===== config.mk =====
export PLATFORM = sky130hd
export DESIGN_NAME = pipeline_hazard_unit
export DESIGN_NICKNAME = d
export VERILOG_FILES = /design/src/rtl/pipeline_pkg.sv /design/src/rtl/hazard_slot_pipe.sv /design/src/rtl/pipeline_hazard_unit.sv
export SDC_FILE = /design/constraint.sdc
export NUM_CORES = 1
export LEC_CHECK = 0
export ABC_AREA = 0
export CAP_MARGIN = 10
export CORE_MARGIN = 10
export CORE_UTILIZATION = 52
export DETAILED_ROUTE_END_ITERATION = 12
export PLACE_DENSITY = 0.9
export SYNTH_ARGS = -nofsm -noshare
export SYNTH_HDL_FRONTEND = slang
export SYNTH_SLANG_ARGS = --single-unit

===== constraint.sdc =====
create_clock -name clk -period 4.9 [get_ports clk]
set_clock_uncertainty 0.1 [all_clocks]
set_input_delay 0.735 -clock clk [delete_from_list [all_inputs] [get_ports clk]]
set_output_delay 0.735 -clock clk [all_outputs]
set_load 0.05 [all_outputs]

===== src/rtl/pipeline_pkg.sv =====
// Shared types for the pipeline hazard unit: forward-select encodings and the
// per-stage slot record tracked for in-flight destination registers.
package pipeline_pkg;

  localparam int REG_ADDR_W_DEF = 5;

  typedef enum logic [1:0] {
    FWD_REGFILE = 2'b00,
    FWD_EXMEM   = 2'b01,
    FWD_MEMWB   = 2'b10
  } fwd_sel_e;

  typedef struct packed {
    logic                      valid;
    logic [REG_ADDR_W_DEF-1:0] dest;
    logic                      reg_write;
    logic                      mem_read;
  } slot_t;

  // Register 0 is hard-wired zero, so it never counts as produced.
  function automatic logic produces(input slot_t s, input logic [REG_ADDR_W_DEF-1:0] r);
    return s.valid & s.reg_write & (s.dest == r) & (r != '0);
  endfunction

endpackage


===== src/rtl/hazard_slot_pipe.sv =====
// Three-entry EX/MEM/WB slot shift register; EX takes the ID record or a bubble.
module hazard_slot_pipe
  import pipeline_pkg::*;
(
  input  logic  clk,
  input  logic  rst_n,
  input  slot_t id_slot_i,
  input  logic  load_i,
  output slot_t ex_o,
  output slot_t mem_o,
  output slot_t wb_o
);

  slot_t ex_q, mem_q, wb_q;

  always_ff @(posedge clk or negedge rst_n) begin
    if (!rst_n) begin
      ex_q  <= '0;
      mem_q <= '0;
      wb_q  <= '0;
    end else begin
      ex_q  <= load_i ? id_slot_i : '0;
      mem_q <= ex_q;
      wb_q  <= mem_q;
    end
  end

  assign ex_o  = ex_q;
  assign mem_o = mem_q;
  assign wb_o  = wb_q;

endmodule


===== src/rtl/pipeline_hazard_unit.sv =====
// Hazard detection and forwarding control beside the ID stage of the 5-stage pipe.
// Outputs are combinational from the slots and ID inputs; counters update on the edge.
module pipeline_hazard_unit
  import pipeline_pkg::*;
#(
  parameter int REG_ADDR_W = REG_ADDR_W_DEF,
  parameter int FWD_EN     = 1,
  parameter int CNT_W      = 16
) (
  input  logic                  clk,
  input  logic                  rst_n,
  input  logic                  id_valid,
  input  logic [REG_ADDR_W-1:0] id_rs,
  input  logic [REG_ADDR_W-1:0] id_rt,
  input  logic                  id_uses_rs,
  input  logic                  id_uses_rt,
  input  logic [REG_ADDR_W-1:0] id_dest,
  input  logic                  id_reg_write,
  input  logic                  id_mem_read,
  input  logic                  id_jump,
  input  logic                  ex_branch_taken,
  output logic                  stall,
  output logic                  bubble,
  output logic                  flush_if_id,
  output logic [1:0]            fwd_a_sel,
  output logic [1:0]            fwd_b_sel,
  output logic [CNT_W-1:0]      stall_cnt,
  output logic [CNT_W-1:0]      flush_cnt
);

  slot_t id_slot, ex_s, mem_s, wb_s;
  logic  ex_a, ex_b, mem_a, mem_b, use_a, use_b, hazard;
  fwd_sel_e fwd_a_d, fwd_b_d;
  logic [CNT_W-1:0] stall_cnt_q, stall_cnt_d, flush_cnt_q, flush_cnt_d;

  assign id_slot = '{valid: id_valid, dest: id_dest, reg_write: id_reg_write,
                     mem_read: id_mem_read};

  hazard_slot_pipe u_slots (
    .clk       (clk),
    .rst_n     (rst_n),
    .id_slot_i (id_slot),
    .load_i    (id_valid & ~bubble),
    .ex_o      (ex_s),
    .mem_o     (mem_s),
    .wb_o      (wb_s)
  );

  // The WB slot is tracked but never consulted: the regfile is write-before-read.
  logic wb_unused;
  assign wb_unused = ^wb_s;

  assign ex_a  = produces(ex_s,  id_rs);
  assign ex_b  = produces(ex_s,  id_rt);
  assign mem_a = produces(mem_s, id_rs);
  assign mem_b = produces(mem_s, id_rt);
  assign use_a = id_valid & id_uses_rs;
  assign use_b = id_valid & id_uses_rt;

  always_comb begin
    fwd_a_d = FWD_REGFILE;
    fwd_b_d = FWD_REGFILE;
    hazard  = 1'b0;
    if (FWD_EN != 0) begin
      // Youngest producer wins.
      if (ex_a)       fwd_a_d = FWD_EXMEM;
      else if (mem_a) fwd_a_d = FWD_MEMWB;
      if (ex_b)       fwd_b_d = FWD_EXMEM;
      else if (mem_b) fwd_b_d = FWD_MEMWB;
      hazard = ex_s.mem_read & ((use_a & ex_a) | (use_b & ex_b));
    end else begin
      hazard = (use_a & (ex_a | mem_a)) | (use_b & (ex_b | mem_b));
    end
  end

  // A taken branch squashes the stalled ID instruction, so it overrides the stall.
  assign stall       = hazard & ~ex_branch_taken;
  assign bubble      = stall | ex_branch_taken;
  assign flush_if_id = ex_branch_taken | (id_jump & id_valid & ~stall);
  assign fwd_a_sel   = fwd_a_d;
  assign fwd_b_sel   = fwd_b_d;

  assign stall_cnt_d = (stall & ~&stall_cnt_q) ? stall_cnt_q + 1'b1 : stall_cnt_q;
  assign flush_cnt_d = (flush_if_id & ~&flush_cnt_q) ? flush_cnt_q + 1'b1 : flush_cnt_q;

  always_ff @(posedge clk or negedge rst_n) begin
    if (!rst_n) begin
      stall_cnt_q <= '0;
      flush_cnt_q <= '0;
    end else begin
      stall_cnt_q <= stall_cnt_d;
      flush_cnt_q <= flush_cnt_d;
    end
  end

  assign stall_cnt = stall_cnt_q;
  assign flush_cnt = flush_cnt_q;

endmodule


---- Yosys cells after proc, flatten, opt, wreduce, memory -nomap -nowiden ----
Cells that the tools add are included.
word-level totals
  register bits after elaboration ......... 47
  output and inout bits ................... 39
cells by class
  equal/unequal tests ..................... 4
  muxes and demuxes ....................... 5
  bitwise operators ....................... 27
  add/subtract/negate cells ............... 2
  reductions and logical operators ........ 6
operators by type and width
  cell                                                             number
  16-bit by 1-bit adder with 16-bit output, second input constant  2
  16-bit AND reduction                                             2
  1-bit AND                                                        21
  5-bit == test                                                    4
  5-bit nonzero test                                               2
  2-bit 2-to-1 mux                                                 4
  8-bit 2-to-1 mux                                                 1
  1-bit inverter                                                   3
  1-bit bitwise OR                                                 3
  1-bit logical NOT                                                2

---- Logic depth before layout (Yosys ltp) ----
Gate-level depths: netlist (run 1).
  depth after elaboration ................. 11
  gate-level depth with buffers ........... 8

---- Hierarchy ----
From an unflattened synthesis (run 1), not the netlist that was laid out.
unflattened totals
  cells, all modules ...................... 225
  area total of the unflattened synthesis .. 2571.2 um^2
by module, submodules not included
  module                times used  seq. area each (um^2)  area an instance (um^2)  cells each
  pipeline_hazard_unit  1           800.8                  1920.6                   193
  hazard_slot_pipe      1           600.6                  650.6                    32

---- Worst setup path before layout (run 1) ----
Ideal clock, no wire load.
  path type ............................... input -> output
  start point ............................. input id_rt[1]
  end point ............................... output fwd_b_sel[1]
  setup slack ............................. 1.055 ns
  data arrival time ....................... 3.010 ns
  stages .................................. 4
  cells stage by stage .................... or4_1 nor2_2 nor4_1 nor4_1
on the way
  elaborated cells between the ends (all ways) .. 9
RTL lines
  item                line                        source
  start: declaration  pipeline_hazard_unit.sv:14  input logic [REG_ADDR_W-1:0] id_rt,
  5-bit == test       pipeline_pkg.sv:22          return s.valid & s.reg_write & (s.dest == r) & (r != '0);
  1-bit AND           pipeline_pkg.sv:22
  1-bit AND *         pipeline_pkg.sv:22
  via ex_b            pipeline_hazard_unit.sv:32  logic ex_a, ex_b, mem_a, mem_b, use_a, use_b, hazard;
  2-bit 2-to-1 mux *  pipeline_hazard_unit.sv:68  if (ex_b) fwd_b_d = FWD_EXMEM;
  end: declaration    pipeline_hazard_unit.sv:26  output logic [1:0] fwd_b_sel,
Mark *: on every way through the listed nets, which the timed path passes. The rest lies on a longest branch.

---- Worst setup path in the final report (run 1) ----
  start point ............................. input id_rs[1]
  end point ............................... output flush_if_id
on the way
  word-level cells in the longest chain between the ends .. 10
  elaborated cells between the ends (all ways) .. 11
ends and longest elaborated chain
  item                line                        source
  start: declaration  pipeline_hazard_unit.sv:13  input logic [REG_ADDR_W-1:0] id_rs,
  5-bit == test       pipeline_pkg.sv:22
  1-bit AND           pipeline_pkg.sv:22
  1-bit AND *         pipeline_pkg.sv:22
  1-bit AND *         pipeline_hazard_unit.sv:70  hazard = ex_s.mem_read & ((use_a & ex_a) | (use_b & ex_b));
  1-bit bitwise OR *  pipeline_hazard_unit.sv:70
  1-bit AND *         pipeline_hazard_unit.sv:70
  1-bit AND *         pipeline_hazard_unit.sv:77  assign stall = hazard & ~ex_branch_taken;
  1-bit inverter *    pipeline_hazard_unit.sv:79  assign flush_if_id = ex_branch_taken | (id_jump & id_valid & ~stall);
  1-bit AND *         pipeline_hazard_unit.sv:79
  1-bit bitwise OR *  pipeline_hazard_unit.sv:79
  end: declaration    pipeline_hazard_unit.sv:24  output logic flush_if_id,
Mark *: on every way between the ends. The rest lies on a longest branch, timed or not.

==> impl_metrics.csv, run 1 <==
group,metric,value,unit
power,p_int,727,uW
run,cap_violations,0,
logic_synthesis,synth.mux.area_fraction,0.929,%
logic_synthesis,synth-seq-cells,47,
worst_setup_path,cpMaxStageDelayCell,"clkdlybuf4s50_1",
floorplan,fp.coreArea,0.00444,mm^2
logic_synthesis,avgSynthCellArea,11.0,um^2
logic_synthesis,synth_edf_count,0,
power,pwr-share-seq,42.1,%
layout,areaGrowthSynthToFinish,30.1,%
layout,n_fill_cell,351,
worst_setup_path,path_cells,"clkdlybuf4s50_1 -> or4_4 -> nor2_4 -> and4bb_1 -> or2_1 -> nand2_1 -> a31o_2 -> clkdlybuf4s50_1",
logic_synthesis,ys.warnings.count,0,
place,place_inst,327,
logic_synthesis,syn_inst,220,
place,port_buffers,62,
logic_synthesis,synthesis.area,0.00242,mm^2
power,powerDensity,397,mW/mm^2
worst_setup_path,path_buf_inv,2,
clock_tree,clk_latency,0.31,ns
power,power.switching,524,uW
drt,finalWirelength,5.57,mm
logic_synthesis,synthAdderAreaFrac,1.03,%
power,peakVddDrop,0.356,mV
worst_setup_path,crit_type,"input port to primary output",
drt,first_pass_iters,4,
global_route,grtUsageTotal,14.8,%
drt,wl_per_cell,16.6,um
global_route,grt.overflow.total,0,
logic_synthesis,synth_top_family_by_area,"simple AND/OR/NAND/NOR gates",
outcome,status,"complete, no violations",
floorplan,die_y,88.3,um
worst_setup_path,cp_common_cell,"clkdlybuf4s50_1",
timing,timing.setup.tns,0,ns
clock_tree,clockBufferDepth,2,
layout,nets,308,
timing,finalSetupViolations,0,
logic_synthesis,async_flop_share,100,%
logic_synthesis,ys_types,42,
timing,hold_viol_final,0,
clock_tree,cts_made_buffers,5,
drt,ant_nets,0,
power,pwr-share-clk,20.5,%
timing,layout_worst_path_cycle_share,89.5,%
clock_tree,cts_hold_buf,0,
timing,min_period,4.39,ns
layout,n_antenna_cell,0,
timing,drv_slew,0,
timing,max_freq,228,MHz
clock_tree,clkTransAtPathRegs,0.10,ns
worst_setup_path,worst-path-max-fanout,9,
worst_hold_path,hold_path.class,"flop to flop",
worst_setup_path,critPathArrivalTime,3.55,ns
worst_setup_path,worst_setup_path_end_kind,"primary output",
floorplan,die_width,88.3,um
worst_setup_path,crit_required,4.07,ns
clock_tree,cts_tree,"built",
drt,viasPerCell,5.41,
power,p_sw_share,41.9,%
floorplan,row_count,24,
clock_tree,root_buffer,"clkbuf_8",
layout,drive_gt1_share,9.89,%
global_route,grt_pass1_wl,9.09,mm
logic_synthesis,synth-xor-area-share,18.1,%
clock_tree,cts_resized,0,
place,gp_congestion,0.942,
global_route,antenna_found_initial,0,
global_route,grt_max_degree,48,
floorplan,die_area,0.00779,mm^2
layout,fin_cells,335,
power,p_comb_share,37.4,%
drt,drc,0,
place,dp_hpwl,4.37,mm
logic_synthesis,synth_fp_nets,246,
timing,max_slew_margin,34.3,%
logic_synthesis,synth-main-ff-cell,"dfrtp_1",
logic_synthesis,ys_seq_area_share,48.5,%
floorplan,initial_core_util,54.6,%
power,leakagePower,0.00130,uW
logic_synthesis,synthSimpleGateAreaFrac,25.3,%
global_route,grt_pass1_vias,1878,
worst_setup_path,critical-path-top-delay-family,"simple AND/OR/NAND/NOR gates",
clock_tree,htree_num_levels,2,
clock_tree,postCtsSetupBuffers,0,
clock_tree,cts.sinks,47,
worst_setup_path,startpoint_type,"input port",
floorplan,io_pins,63,
drt,vias,1812,
drt,drtIter0Drc,77,
timing,rsz0062_at_grt,"no",
logic_synthesis,synth_compound_area_share,3.04,%
worst_setup_path,max_stage_delay,0.80,ns
timing,tightest_slew,0.985,ns
[sequential cells by signal (all words and copies together) (netlist names)]
signal         count
flush_cnt         16
stall_cnt         16
u_slots.ex_o       8
u_slots.mem_o      7
[power by group through the flow]
stage / Combinational [uW] / Clock (uW) / Sequential (uW)
finish: 468 / 256 / 527
global route: 498 / 278 / 539
CTS: 474 / 262 / 527
detailed placement: 474 / 0 / 531
global placement: 464 / 0 / 531
floorplan: 117 / 0 / 707
[cell usage after synthesis (all sizes together), types with 7 or more instances]
| library cell | instances | share of area (%) |
|---|---|---|
| and2 | 7 | 1.8 |
| and3 | 9 | 2.3 |
| dfrtp | 47 | 49 |
| inv | 7 | 1.1 |
| nand2 | 13 | 2.0 |
| nand3 | 10 | 2.1 |
| nand4 | 11 | 2.8 |
| nor2 | 10 | 2.0 |
| nor3 | 10 | 3.9 |
| nor4 | 8 | 2.1 |
| xnor2 | 34 | 12 |
| xor2 | 16 | 5.8 |
[worst register-to-register path: stages (launching register included)]
cell	delay (ns)
dfrtp_1	0.44
xnor2_1	0.19
nand4_1	0.15
nor4_1	0.54
a22o_1	0.70
nor2_1	0.15
mux2_2	0.30
[logic make-up after synthesis]
logic type	after synthesis
AO/OA/AOI/OAI	8
XOR/XNOR	50
adder cells (fa/ha/maj)	2
buffers and inverters	14
flip-flops	47
multiplexers	2
AND/OR/NAND/NOR	97
[worst paths after layout]
path | start | to | slack, ns | cells after the start
hold reg to reg | u_slots.ex_o[7] | u_slots.mem_o[7] | 0.29 | 0
setup / recovery | id_rs[1] | flush_if_id | 0.51 | 8
max in group asynchronous | rst_n | flush_cnt[10] | 3.61 | 1
hold / removal | u_slots.ex_o[7] | u_slots.mem_o[7] | 0.29 | 0
setup reg to reg | u_slots.ex_o[4] | flush_cnt[1] | 2.23 | 6
min in group asynchronous | rst_n | stall_cnt[11] | 0.48 | 1
[cell usage in the layout (no fill, tap or decap), drive strengths merged, types with 2 or more instances in the layout]
cell	synthesis	final
clkdlybuf4s50	0	61
dfrtp	47	47
xnor2	34	34
xor2	16	16
nand2	13	13
nand4	11	11
nand3	10	10
nor3	10	10
nor2	10	10
inv	7	10
and3	9	9
nor4	8	8
and2	7	7
clkbuf	1	5
and4	3	3
or3	3	3
or4	3	3
a31o	2	2
mux2	2	2
nand4b	2	2
ha	2	2
or2	2	2
[cell type report]
class | instances | area (um^2) | area share [%]
Clock buffer | 5 | 68.8 | 2.18
Sequential cell | 47 | 1180 | 37.3
Timing Repair Buffer | 62 | 616 | 19.5
Inverter | 7 | 26.3 | 0.833
Clock inverter | 3 | 31.3 | 0.991
Multi-Input combinational cell | 159 | 1170 | 37.2
Tap cell | 52 | 65.1 | 2.06
[routing by layer]
metal	GRT usage [%]	vias up	wire length (um)
met1	16.9	871	2290
met3	4.87	4	394
met5	0	-	0
met2	25.7	49	2840
met4	4.85	0	51
li1	-	888	-
[per-stage QoR]
step           hold WS, ns  power [uW]  cell area, um^2  worst slack (ns)  util (%)
3_5_place_dp         0.262        1000             3060             0.515      68.8
6_report             0.287        1250             3160             0.514      71.0
5_1_grt              0.290        1310             3160             0.440      71.0
2_1_floorplan        0.254         824             2420              1.06         -
4_1_cts              0.285        1260             3160             0.510      71.0
3_3_place_gp         0.258         995             3060             0.557      68.8
No activity file was read; power rests on OpenSTA's default activity.
==> run 2, diff against run 1 <==
- CORE_MARGIN: 10 -> unset
==> run 2 against run 1 <==
Total power is 3.3% higher. Critical path depth stayed put. Via count is 0.88% higher. Register-to-register slack hardly changed. Die area is 37% lower. Clock power is 18% higher. Clock-buffer cell count is 1 higher. Utilization is 0.96 points higher. Sequential power hardly changed. Final cell count stayed put. Critical endpoint unchanged.
==> impl_metrics.csv, run 2 (synthesis results as in run 1) <==
group,metric,value,unit
worst_setup_path,startpoint_type,"input port",
drt,drc,0,
clock_tree,htree_num_levels,2,
global_route,grtUsageTotal,21.6,%
power,peakVddDrop,0.454,mV
floorplan,die_area,0.00494,mm^2
worst_hold_path,hold_path.class,"flop to flop",
layout,areaGrowthSynthToFinish,31.0,%
timing,max_slew_margin,33.5,%
worst_setup_path,reg2reg_from,"u_slots.ex_o[3]",
layout,drive_gt1_share,9.89,%
drt,finalWirelength,5.02,mm
timing,hold_viol_final,0,
floorplan,io_pins,63,
drt,first_pass_iters,4,
worst_setup_path,startpoint,"id_rs[1]",
timing,timing.setup.tns,0,ns
timing,finalSetupViolations,0,
global_route,grtUsageMet2,36.8,%
worst_setup_path,worst_setup_path_end_kind,"primary output",
power,power.switching,507,uW
clock_tree,cts_hold_buf,0,
worst_setup_path,worst-path-max-fanout,9,
power,p_sw_share,39.2,%
worst_setup_path,crit_required,4.07,ns
clock_tree,postCtsSetupBuffers,0,
floorplan,fp.coreArea,0.00441,mm^2
clock_tree,cts_resized,0,
worst_setup_path,critPathArrivalTime,3.51,ns
power,pwr-share-clk,23.3,%
timing,drv_slew,0,
timing,min_period,4.35,ns
global_route,top_usage_layer,"met2",
clock_tree,clkTransAtPathRegs,0.08,ns
power,power,1290,uW
clock_tree,cts.sinks,47,
clock_tree,clockBufferDepth,2,
layout,layout_common_cells,"clkdlybuf4s50_1 (61), dfrtp_1 (47), xnor2_1 (34)",
drt,vias,1828,
timing,layout_worst_path_cycle_share,88.7,%
floorplan,row_count,24,
place,dp_hpwl,3.81,mm
timing,rsz0062_at_grt,"no",
run,cap_violations,0,
floorplan,initial_core_util,54.9,%
global_route,grt_use_met3,5.19,%
power,powerDensity,407,mW/mm^2
power,p_comb_share,36.0,%
clock_tree,clk_latency,0.31,ns
drt,ant_nets,0,
place,port_buffers,62,
place,gp_congestion,0.865,
power,p_int,786,uW
layout,n_antenna_cell,0,
worst_hold_path,holdCritStartpoint,"u_slots.ex_o[1]",
global_route,grt_pass1_wl,8.33,mm
clock_tree,cts_made_buffers,5,
layout,layout_commonest_cell,"clkdlybuf4s50_1",
floorplan,die_width,70.3,um
clock_tree,cts_tree,"built",
power,pwr-share-seq,40.7,%
drt,wl_per_cell,15.0,um
timing,tightest_slew,0.997,ns
worst_setup_path,crit_type,"input port to primary output",
clock_tree,root_buffer,"clkbuf_8",
timing,whs,0.286,ns
global_route,grt_max_degree,48,
global_route,antenna_found_initial,0,
global_route,grt.overflow.total,0,
drt,viasPerCell,5.46,
power,leakagePower,0.00131,uW
global_route,grt_pass1_vias,1810,
drt,drtIter0Drc,67,
global_route,grt_use_met1,26.5,%
timing,max_freq,230,MHz
layout,nets,308,
floorplan,die_y,70.3,um
outcome,status,"complete, no violations",
## run 2: worst paths after layout
| kind | end | slack [ns] | depth (start not counted) |
|---|---|---|---|
| worst max-delay path | flush_if_id | 0.55 | 8 |
| worst min-delay path | u_slots.mem_o[1] | 0.29 | 0 |
| worst max register to register | flush_cnt[1] | 2.24 | 6 |
| worst min register to register | u_slots.mem_o[1] | 0.29 | 0 |
| max in group asynchronous | u_slots.mem_o[6] | 3.60 | 1 |
| min in group asynchronous | stall_cnt[11] | 0.49 | 1 |
## run 2: power by group through the flow
stage | registers [uW] | clock network [uW] | logic (uW)
final | 526 | 301 | 466
after global routing | 537 | 319 | 492
after CTS | 527 | 304 | 470
after detailed placement | 532 | 0 | 469
after global placement | 531 | 0 | 458
after floorplan | 707 | 0 | 117
## run 2: through the flow
step           utilization, %  std cells  cell area, um^2  setup slack, ns
3_3_place_gp             69.2        327             3060            0.580
2_1_floorplan               -        220             2420             1.06
5_1_grt                  72.0        335             3180            0.433
3_5_place_dp             69.2        327             3060            0.542
4_1_cts                  72.0        335             3180            0.544
6_report                 72.0        335             3180            0.553
## run 2: critical path: stages
cell and delay [ns]:
clkdlybuf4s50_1 0.48, or4_4 0.57, nor2_4 0.10, and4bb_1 0.20, or2_1 0.37, nand2_1 0.12, a31o_2 0.15, clkdlybuf4s50_1 0.79
## run 2: routing by layer
metal | part of all wire [%] | wire length, um
met1 | 43 | 2170
met2 | 50 | 2510
met3 | 4.7 | 234
met4 | 2.0 | 102
met5 | 0 | 0
## run 2: cell type report
type	instances	area (um^2)
fillers	343	1240
inverters	7	26.3
clock buffers	6	82.6
repair buffers	62	616
clock inverters	2	38.8
well taps	52	65.1
flip-flops and latches	47	1180
multi-input cells	159	1170
==> run 3, diff against run 2 <==
- CTS_BUF_LIST: unset -> sky130_fd_sc_hd__clkbuf_16
- RECOVER_POWER: unset -> 25
==> run 3 against run 2 <==
The flow now finishes with violations (capacitance limit, slew limit). Final cell count is the same. Highest routed layer unchanged. Hold slack lost 0.0066 ns. Critical path depth is the same. Register-to-register slack gained 0.02 ns. Fmax is essentially flat. Via count shrank 0.16%. Wire length shrank 1.1%. Setup slack gained 0.0029 ns. Clock power grew 26%. Non-clock buffer count is the same.
==> impl_metrics.csv, run 3 (synthesis results as in run 1) <==
group,metric,value,unit
global_route,grt.overflow.total,0,
place,gp_congestion,0.865,
timing,drv_slew,48,
floorplan,initial_core_util,54.9,%
worst_hold_path,hold_path.class,"flop to flop",
drt,viasPerCell,5.45,
clock_tree,postCtsSetupBuffers,0,
clock_tree,clk_latency,0.28,ns
drt,drtIter0Drc,91,
timing,rsz0062_at_grt,"no",
global_route,grt_max_degree,48,
layout,n_fill_cell,336,
worst_setup_path,crit_type,"input port to primary output",
worst_setup_path,critical-path-top-delay-family,"simple AND/OR/NAND/NOR gates",
clock_tree,clkTransAtPathRegs,0.06,ns
timing,finalSetupViolations,0,
place,dp_hpwl,3.81,mm
timing,min_period,4.34,ns
clock_tree,root_buffer,"clkbuf_16",
timing,layout_worst_path_cycle_share,88.7,%
worst_setup_path,worst-path-max-fanout,9,
global_route,grt_pass1_wl,8.31,mm
floorplan,row_count,24,
floorplan,die_area,0.00494,mm^2
drt,finalWirelength,4.97,mm
layout,n_antenna_cell,0,
global_route,grt_use_met1,25.9,%
drt,first_pass_iters,4,
power,leakagePower,0.00132,uW
floorplan,io_pins,63,
timing,tightest_slew,2.38,ns
worst_setup_path,crit_required,4.07,ns
worst_setup_path,cp_common_cell,"clkdlybuf4s50_1",
global_route,top_usage_layer,"met2",
clock_tree,cts_resized,0,
clock_tree,cts_tree,"built",
worst_setup_path,startpoint_type,"input port",
worst_setup_path,cpMaxStageDelayCell,"clkdlybuf4s50_1",
place,port_buffers,62,
floorplan,die_width,70.3,um
power,power,1370,uW
timing,hold_viol_final,0,
layout,layout_common_cells,"clkdlybuf4s50_1 (61), dfrtp_1 (47), xnor2_1 (34)",
worst_setup_path,max_stage_delay,0.79,ns
power,powerDensity,425,mW/mm^2
drt,wl_per_cell,14.8,um
floorplan,fp.coreArea,0.00441,mm^2
drt,ant_nets,0,
drt,drc,0,
layout,areaGrowthSynthToFinish,32.9,%
clock_tree,cts.sinks,47,
clock_tree,cts_hold_buf,0,
drt,vias,1825,
run,cap_violations,1,
global_route,grt_use_met3,5.48,%
worst_setup_path,path_cells,"clkdlybuf4s50_1 -> or4_4 -> nor2_4 -> and4bb_1 -> or2_1 -> nand2_1 -> a31o_2 -> clkdlybuf4s50_1",
timing,max_freq,230,MHz
global_route,grtUsageTotal,21.3,%
worst_setup_path,critPathArrivalTime,3.51,ns
power,peakVddDrop,0.510,mV
worst_setup_path,path_buf_inv,2,
worst_setup_path,worst_setup_path_end_kind,"primary output",
layout,drive_gt1_share,9.19,%
outcome,status,"complete, but fails checks",
global_route,antenna_found_initial,0,
global_route,grtUsageMet2,36.1,%
timing,timing.setup.tns,0,ns
global_route,grt_pass1_vias,1822,
floorplan,die_y,70.3,um
layout,layout_commonest_cell,"clkdlybuf4s50_1",
layout,nets,308,
clock_tree,htree_num_levels,2,
timing,max_slew_margin,-58.8,%
outcome,violations,"capacitance limit, slew limit",
clock_tree,clockBufferDepth,2,
clock_tree,cts_made_buffers,5,
==> run 3: final timing paths <==
check	startpoint	endpoint	slack, ns	cells past startpoint
max in group asynchronous	rst_n	u_slots.ex_o[3]	2.28	1
min	u_slots.ex_o[1]	u_slots.mem_o[1]	0.28	0
min reg2reg	u_slots.ex_o[1]	u_slots.mem_o[1]	0.28	0
max reg2reg	u_slots.ex_o[3]	flush_cnt[1]	2.26	6
max	id_rs[1]	flush_if_id	0.56	8
min in group asynchronous	rst_n	stall_cnt[11]	1.07	1
==> run 3: layer usage <==
metal,up-vias,part of all wire [%]
met5,-,0
met3,9,4.8
met2,53,51
li1,889,-
met1,874,43
met4,0,1.7
==> run 3: power by group <==
part	total [uW]	leakage, uW	internal [uW]	switching, uW
Clock	379	0.0000818	240	138
Sequential	526	0.000602	448	78.3
Combinational	466	0.000639	171	295
==> run 3: per-stage QoR <==
step                hold WS [ns]  instance area [um^2]  setup WS [ns]  instances  utilization, %
finish                     0.280                  3220          0.556        335            73.0
global route               0.296                  3220          0.433        335            73.0
CTS                        0.284                  3220          0.544        335            73.0
detailed placement         0.270                  3060          0.542        327            69.2
global placement           0.257                  3060          0.580        327            69.2
floorplan                  0.254                  2420           1.06        220               -
==> run 3: layout make-up <==
class | count | area (um^2) | area share (%)
flip-flops and latches | 47 | 1180 | 36.5
inverters | 7 | 26.3 | 0.816
clock inverters | 3 | 42.5 | 1.32
multi-input cells | 159 | 1170 | 36.4
repair buffers | 62 | 614 | 19.1
well taps | 52 | 65.1 | 2.02
clock buffers | 5 | 125 | 3.88
